File: src/rtl/hdb3_dac_tx.sv
// HDB3 line encoder feeding an 8-bit DAC: one symbol every 16 clk_in cycles,
// source bits pass through a 4-deep tag line so B00V substitution can be applied retroactively.
module hdb3_dac_tx #(
    parameter logic [7:0] LVL_P = 8'hFF,
    parameter logic [7:0] LVL_Z = 8'h80,
    parameter logic [7:0] LVL_N = 8'h00
) (
    input  logic       clk_in,
    input  logic       rst_n,
    input  logic       en,
    input  logic       data_in,
    output logic       data_req,
    output logic       sym_clk,
    output logic [7:0] dac_out,
    output logic       code_p,
    output logic       code_n
);
    typedef enum logic [1:0] {T_ZERO, T_ONE, T_B, T_V} tag_t;

    logic [3:0] cnt;
    logic [3:0] cnt_nxt;
    logic       strobe;
    tag_t       line [4];
    logic [1:0] run;
    logic       parity;
    logic       last_pol;   // 1 = last mark was positive

    tag_t       new_tag;
    logic       retag_b;
    logic [7:0] lvl_nxt;
    logic       p_nxt;
    logic       n_nxt;
    logic       pol_nxt;

    assign cnt_nxt = cnt + 4'd1;
    assign strobe  = (cnt == 4'd15);

    // Stage one: tag the incoming bit; a V with even parity turns the run's first zero into B.
    always_comb begin
        new_tag = T_ZERO;
        if (data_in)
            new_tag = T_ONE;
        else if (run == 2'd3)
            new_tag = T_V;
        retag_b = (new_tag == T_V) && !parity;
    end

    // Line coder for the tag leaving the delay line.
    always_comb begin
        pol_nxt = last_pol;
        lvl_nxt = LVL_Z;
        p_nxt   = 1'b0;
        n_nxt   = 1'b0;
        case (line[3])
            T_ONE, T_B: begin
                pol_nxt = ~last_pol;
                if (!last_pol) begin
                    lvl_nxt = LVL_P;
                    p_nxt   = 1'b1;
                end else begin
                    lvl_nxt = LVL_N;
                    n_nxt   = 1'b1;
                end
            end
            T_V: begin
                if (last_pol) begin
                    lvl_nxt = LVL_P;
                    p_nxt   = 1'b1;
                end else begin
                    lvl_nxt = LVL_N;
                    n_nxt   = 1'b1;
                end
            end
            default: ;
        endcase
    end

    always_ff @(posedge clk_in) begin
        if (!rst_n || !en) begin
            cnt      <= 4'd0;
            sym_clk  <= 1'b0;
            data_req <= 1'b0;
            dac_out  <= LVL_Z;
            code_p   <= 1'b0;
            code_n   <= 1'b0;
            run      <= 2'd0;
            parity   <= 1'b0;
            last_pol <= 1'b0;
            for (int i = 0; i < 4; i++)
                line[i] <= T_ZERO;
        end else begin
            cnt      <= cnt_nxt;
            sym_clk  <= ~cnt_nxt[3];
            data_req <= (cnt_nxt == 4'd14);
            if (strobe) begin
                dac_out  <= lvl_nxt;
                code_p   <= p_nxt;
                code_n   <= n_nxt;
                last_pol <= pol_nxt;
                line[0]  <= new_tag;
                line[1]  <= line[0];
                line[2]  <= line[1];
                line[3]  <= retag_b ? T_B : line[2];
                case (new_tag)
                    T_ONE: begin
                        run    <= 2'd0;
                        parity <= ~parity;
                    end
                    T_V: begin
                        run    <= 2'd0;
                        parity <= 1'b0;
                    end
                    default: run <= run + 2'd1;
                endcase
            end
        end
    end
endmodule

File: config.mk
export PLATFORM = sky130hd
export DESIGN_NAME = hdb3_dac_tx
export DESIGN_NICKNAME = d
export VERILOG_FILES = /design/src/rtl/hdb3_dac_tx.sv
export SDC_FILE = /design/constraint.sdc
export NUM_CORES = 1
export LEC_CHECK = 0
export BUFFER_PORTS_ARGS = -buffer_cell sky130_fd_sc_hd__buf_4
export CAP_MARGIN = 20
export CORE_MARGIN = 3
export CORE_UTILIZATION = 48
export CTS_CLUSTER_DIAMETER = 150
export DETAILED_ROUTE_END_ITERATION = 10
export PLACE_DENSITY = 0.84
export SLEW_MARGIN = 30
export SYNTH_ARGS = -nofsm -noshare
export SYNTH_HDL_FRONTEND = slang
export SYNTH_SLANG_ARGS = --single-unit
File: constraint.sdc
create_clock -name clk_in -period 1.3 [get_ports clk_in]
set_input_delay 0.26 -clock clk_in [delete_from_list [all_inputs] [get_ports clk_in]]
set_output_delay 0.26 -clock clk_in [all_outputs]
set_load 0.02 [all_outputs]
==> impl_metrics.toml, run 1 <==
[clock_network]
htree_levels = 1
root_buffer = "clkbuf_4"
cts_max_path_buffers = 2
clkTransAtPathRegs_ns = 0.12
worstSkewPairLatency_ns = 0.30
numCtsBuffers = 3
cts_tree = "yes"
cts.sinks = 21

[pwr]
internal_power_uw = 844.9
p_leak_nw = 0.4647
p_clk_share_pct = 28.3
power_mw = 1.078
power_frac_seq_pct = 65.2
ir_drop_uv = 750.0
p_comb_share_pct = 6.5
switching_share_pct = 21.65
switchingPower_uw = 233.5
p_per_area_nw_per_um2 = 929.8

[global_routing]
antenna_found_initial = 0
grt_use_total_pct = 13.90
grt_first_pass_wirelength_mm = 2.601
grt_max_degree = 13
gr-total-overflow = 0
grt_pass1_vias = 614

[worst_setup_path]
path_cells = "inv_2 -> ha_4 -> nor2b_4 -> a211oi_2 -> a21oi_1"
r2r_cells = 5
crit_start = "line[0][7]"
max_stage_delay_ns = 0.43
cp.depth = 5
critPathSlowestCell = "edfxtp_1"
endpoint_kind = "register"
worstSetupPathType = "register to register"
cp_top_family = "flip-flops"
path_max_fanout = 3
r2r-start = "line[0][7]"
r2r_slack_ns = 0.003
arrival_ns = 1.48
crit_required_ns = 1.49
critPathBufInv = 1
critPathCapture = "dac_out[7]"
worst_r2r_endpoint = "dac_out[7]"
startpoint_type = "register"

[place]
placed_cells = 122
dp_hpwl_mm = 1.226
routabilityCongestion = 0.7148
port_buffers = 15

[logic_synthesis]
yosysWarningCount = 0
synthTopCellsByArea = "dfxtp_1 28%, edfxtp_1 26%, ha_1 6.7%"
synth_ff_type = "dfxtp_1"
seq_area_frac_synth_pct = 53.26
ys_seq_elements = 21
async_flop_share_pct = 0
syn_avg_cell_area_sq_um = 11.05
synth_cells = 85
synth_enable_flop_cells = 8
synth_cell_type_count = 29
synth.top_cells.by_count = "13 x dfxtp_1, 9 x nor2_1, 8 x edfxtp_1, 7 x buf_4, 5 x ha_1"
syn_nets = 94
yosys.area.top_type = "dfxtp_1"
yosysMostFrequentCell = "dfxtp_1"
netlist_area_sq_um = 939.7
synth_top_area_share_pct = 27.70

[sta]
layout_min_cycle_time_ns = 1.297
slew_viol_final = 0
relSlewSlack_pct = 81.95
skew_ns = 0.01286
worst_pin_slew_ns = 0.2697
setup_violations = 0
tns_ns = 0
rsz0062_at_grt = "yes"
hold_violations = 0
hold_ws_ns = 0.2278
fmax_mhz = 770.9
finalCritPeriodShare_pct = 99.79

[cells_and_area]
drive_above_1_share_pct = 41.75
stdcell_count = 128
antennaDiodeCount = 0
area_growth_pct = 23.44
fin_util_pct = 65.05
fin_nets = 113

[detailed_routing]
num_vias = 623
met1_length_um = 677
drc = 0
wl_met3_um = 64
wl_per_cell_um = 12.38
initialDrtViolationCount = 8
vias_per_cell = 4.867
drtPass1Iterations = 2
final_antenna_net_count = 0
drt_wl_total_mm = 1.585
highest_layer = "met4"
wl_met2_um = 810

[die]
die_w_um = 50.25
rows = 15
die_area_sq_um = 2525
die_h_um = 50.25
io_pins = 16
initial_core_util_pct = 52.70
core_area_sq_um = 1783

[min_path]
min_path_type = "primary input to register"

[run_status]
status = "finished, final reports clean"

[job]
maxCapViolCount = 0
## worst register-to-register path, cell delays in order, from the launching register on
cell and delay, ns:
edfxtp_1 0.43, inv_2 0.10, ha_4 0.21, nor2b_4 0.12, a211oi_2 0.23, a21oi_1 0.10
## cells by family after synthesis
kind of cell	count (synthesis)	share of synthesized area [%]
compound gates	8	6.524
xor+xnor	3	2.797
fa+ha+maj	5	6.658
buf+inv	12	8.521
flops	21	53.26
mux	1	1.065
simple gates	35	21.17
## cells in the final DEF (no fill, tap or decap), types with 2 or more instances in the layout
cell type	synthesis	routed
buf_4	7	23
dfxtp_1	13	12
nor2_1	9	8
edfxtp_1	8	8
and2_1	4	4
nor3_1	4	4
nand2_1	3	3
a21oi_1	3	3
ha_1	5	3
clkbuf_4	0	3
inv_2	0	2
nand3_4	0	2
xnor2_1	2	2
a211oi_2	2	2
nor2_2	1	2
nand3b_1	2	2
ha_4	0	2
## worst min path at each step
stage | start | slack (ns) | cells after the start | end
3_3_place_gp | run[1] | 0.46 | 2 | run[1]
2_1_floorplan | data_in | 0.42 | 2 | parity
4_1_cts | data_in | 0.23 | 3 | parity
6_report | data_in | 0.23 | 3 | parity
3_5_place_dp | run[1] | 0.46 | 2 | run[1]
5_1_grt | data_in | 0.23 | 3 | parity
## timing repair
item                       in CTS  in global routing
buffers inserted                0                  2
pin swaps                       0                  3
gates resized for setup         3                  9
setup endpoints to repair       9                 14
hold buffers                    0                  0
## flip-flops by register name, indices dropped and copies added (netlist names)
register / count
line: 8
cnt: 4
last_pol: 1
parity: 1
data_req: 1
code_n: 1
sym_clk: 1
dac_out: 2
run: 2
## layer usage
metal  vias up  global-route usage [%]
met5         -                       0
met1       282                   15.56
met4         0                   6.912
li1        322                       -
met2        15                   23.91
met3         4                   3.858
## stage by stage
stage	worst slack [ns]	area, sq um
3_3_place_gp	0.03097	1065
5_1_grt	-0.05973	1160
3_5_place_dp	-0.02455	1065
2_1_floorplan	0.03275	944.7
4_1_cts	0.02472	1109
6_report	0.002752	1160
## area by class of cell
type / count / area [sq um]
timing repair buffer: 23 / 172.7
fill: 143 / 623.1
multi-input combinational: 52 / 415.4
clock inverter: 1 / 5.005
sequential: 21 / 501.7
inverter: 3 / 11.26
clock buffer: 3 / 22.52
tap: 25 / 31.28
## power groups by stage
stage	combinational, mW	clock (mW)	sequential (mW)
final	0.0701	0.306	0.703
after global routing	0.0769	0.347	0.705
after CTS	0.0590	0.309	0.702
after detailed placement	0.0564	0	0.717
after global placement	0.0545	0	0.716
after floorplan	0.0269	0	0.717
(Power assumes the default switching activity.)
==> run 2: changes to the inputs <==
PLACE_DENSITY = 0.83   (was 0.84)
SLEW_MARGIN = default   (was 30)
==> run 2 against run 1 <==
Utilization increased by 1.3 points. Highest routed layer unchanged. Combinational power rose by 9.4%. Die area is the same. Hold slack better by 0.011 ns. Power increased by 1.1%. Largest power group unchanged. Routed wire length increased by 3.5%. First-iteration DRC count grew 13%. Largest cell class unchanged. Critical path depth unchanged. Flip-flop and latch count stayed put. Count of clock-buffer cells in the layout did not move. Clock skew down 0.012 ns. Via count rose by 0.64%.
==> impl_metrics.toml, run 2 (same netlist as run 1, synthesis figures left out) <==
[die]
core_area_sq_um = 1783
io_pins = 16
rows = 15
die_h_um = 50.25
die_w_um = 50.25
die_area_sq_um = 2525
initial_core_util_pct = 52.70

[sta]
rsz0062_at_grt = "yes"
finalCritPeriodShare_pct = 99.45
fmax_mhz = 773.5
tns_ns = 0
setup_violations = 0
hold_violations = 0
slew_viol_final = 0
relSlewSlack_pct = 79.41
hold_ws_ns = 0.2384
skew_ns = 0.001031
layout_min_cycle_time_ns = 1.293
worst_pin_slew_ns = 0.3085

[worst_setup_path]
path_cells = "inv_2 -> ha_4 -> nor2b_4 -> a211oi_4 -> a21oi_1"
crit_start = "line[0][7]"
r2r-start = "line[0][7]"
crit_required_ns = 1.50
critPathBufInv = 1
critPathSlowestCell = "edfxtp_1"
arrival_ns = 1.49
max_stage_delay_ns = 0.43
cp_top_family = "flip-flops"
path_max_fanout = 3
endpoint_kind = "register"
worstSetupPathType = "register to register"
startpoint_type = "register"

[global_routing]
antenna_found_initial = 0
grt_max_degree = 13
grt_pass1_vias = 599
grt_use_total_pct = 14.32
gr-total-overflow = 0
grt_first_pass_wirelength_mm = 2.718

[clock_network]
clkTransAtPathRegs_ns = 0.12
cts_tree = "yes"
htree_levels = 1
holdBufCountCts = 0
worstSkewPairLatency_ns = 0.30
cts_max_path_buffers = 2
root_buffer = "clkbuf_4"
numCtsBuffers = 3
cts.sinks = 21

[cells_and_area]
regMostFlops = "line"
fin_util_pct = 66.39
largest_reg_flops = 8
fin_nets = 114
final_area_sq_um = 1184
drive_above_1_share_pct = 43.27
fillCellCount = 139
final_cell_mix = "23 x buf_4, 12 x dfxtp_1, 8 x nor2_1, 8 x edfxtp_1, 4 x and2_1"
regArea_sq_um = 501.7
area_growth_pct = 25.97
final_common_cell = "buf_4"
antennaDiodeCount = 0
top_regs = "line: 8 flops, cnt: 4 flops"
multi_input_area_sq_um = 427.9

[place]
routabilityCongestion = 0.7264
placed_area_sq_um = 1065
dp_hpwl_mm = 1.167
port_buffers = 15

[pwr]
p_leak_nw = 0.4710
ir_drop_uv = 576.5
power_mw = 1.091
p_per_area_nw_per_um2 = 921.4

[detailed_routing]
vias_per_cell = 4.860
wl_per_cell_um = 12.71
final_antenna_net_count = 0
drtPass1Iterations = 4
num_vias = 627
drt_wl_total_mm = 1.640
drc = 0
initialDrtViolationCount = 9

[min_path]
min_path_type = "primary input to register"
hold_start = "data_in"

[run_status]
status = "finished, final reports clean"

[job]
maxCapViolCount = 0
==> run 2: area by class of cell <==
type	count	area share [%]
timing repair buffer	24	15.54
clock inverter	1	0.4228
inverter	3	0.9514
sequential	21	42.39
tap	25	2.643
clock buffer	3	1.903
multi-input combinational	52	36.15
==> run 2: repair_timing <==
action,CTS,global route
endpoints found under the setup margin,9,29
resized for setup,3,12
setup buffers,1,2
endpoints found under the hold margin,0,0
pin swaps,0,5
==> run 2: through the flow <==
| stage | worst slack [ns] | cells |
|---|---|---|
| floorplan | 0.03275 | 85 |
| global placement | 0.03049 | 122 |
| detailed placement | -0.01870 | 122 |
| CTS | 0.001450 | 127 |
| global route | -0.06482 | 129 |
| finish | 0.007148 | 129 |
==> run 2: worst reg2reg max path, delay by kind of cell (launching register included) <==
kind	cells	cell delay [ns]
simple gates	1	0.13
fa+ha+maj	1	0.21
flops	1	0.43
buf+inv	1	0.09
compound gates	2	0.33
==> run 2: final timing paths <==
path / endpoint / slack, ns / cells past startpoint
worst min register to register: run[1] / 0.48 / 2
worst max register to register: dac_out[7] / 0.007 / 5
worst max-delay path: dac_out[7] / 0.007 / 5
worst min-delay path: parity / 0.24 / 3
==> run 2: routing by layer <==
metal / up-vias / wire length [um] / GRT usage [%]
met3: 4 / 55 / 2.671
met2: 13 / 839 / 25.00
met5: - / 0 / 0
met4: 0 / 16 / 6.912
li1: 320 / - / -
met1: 290 / 729 / 16.64
==> run 2: power breakdown <==
part	total [mW]	internal, mW	switching, mW
combinational	0.0767	0.0381	0.0387
clock	0.312	0.115	0.197
sequential	0.702	0.696	0.00687
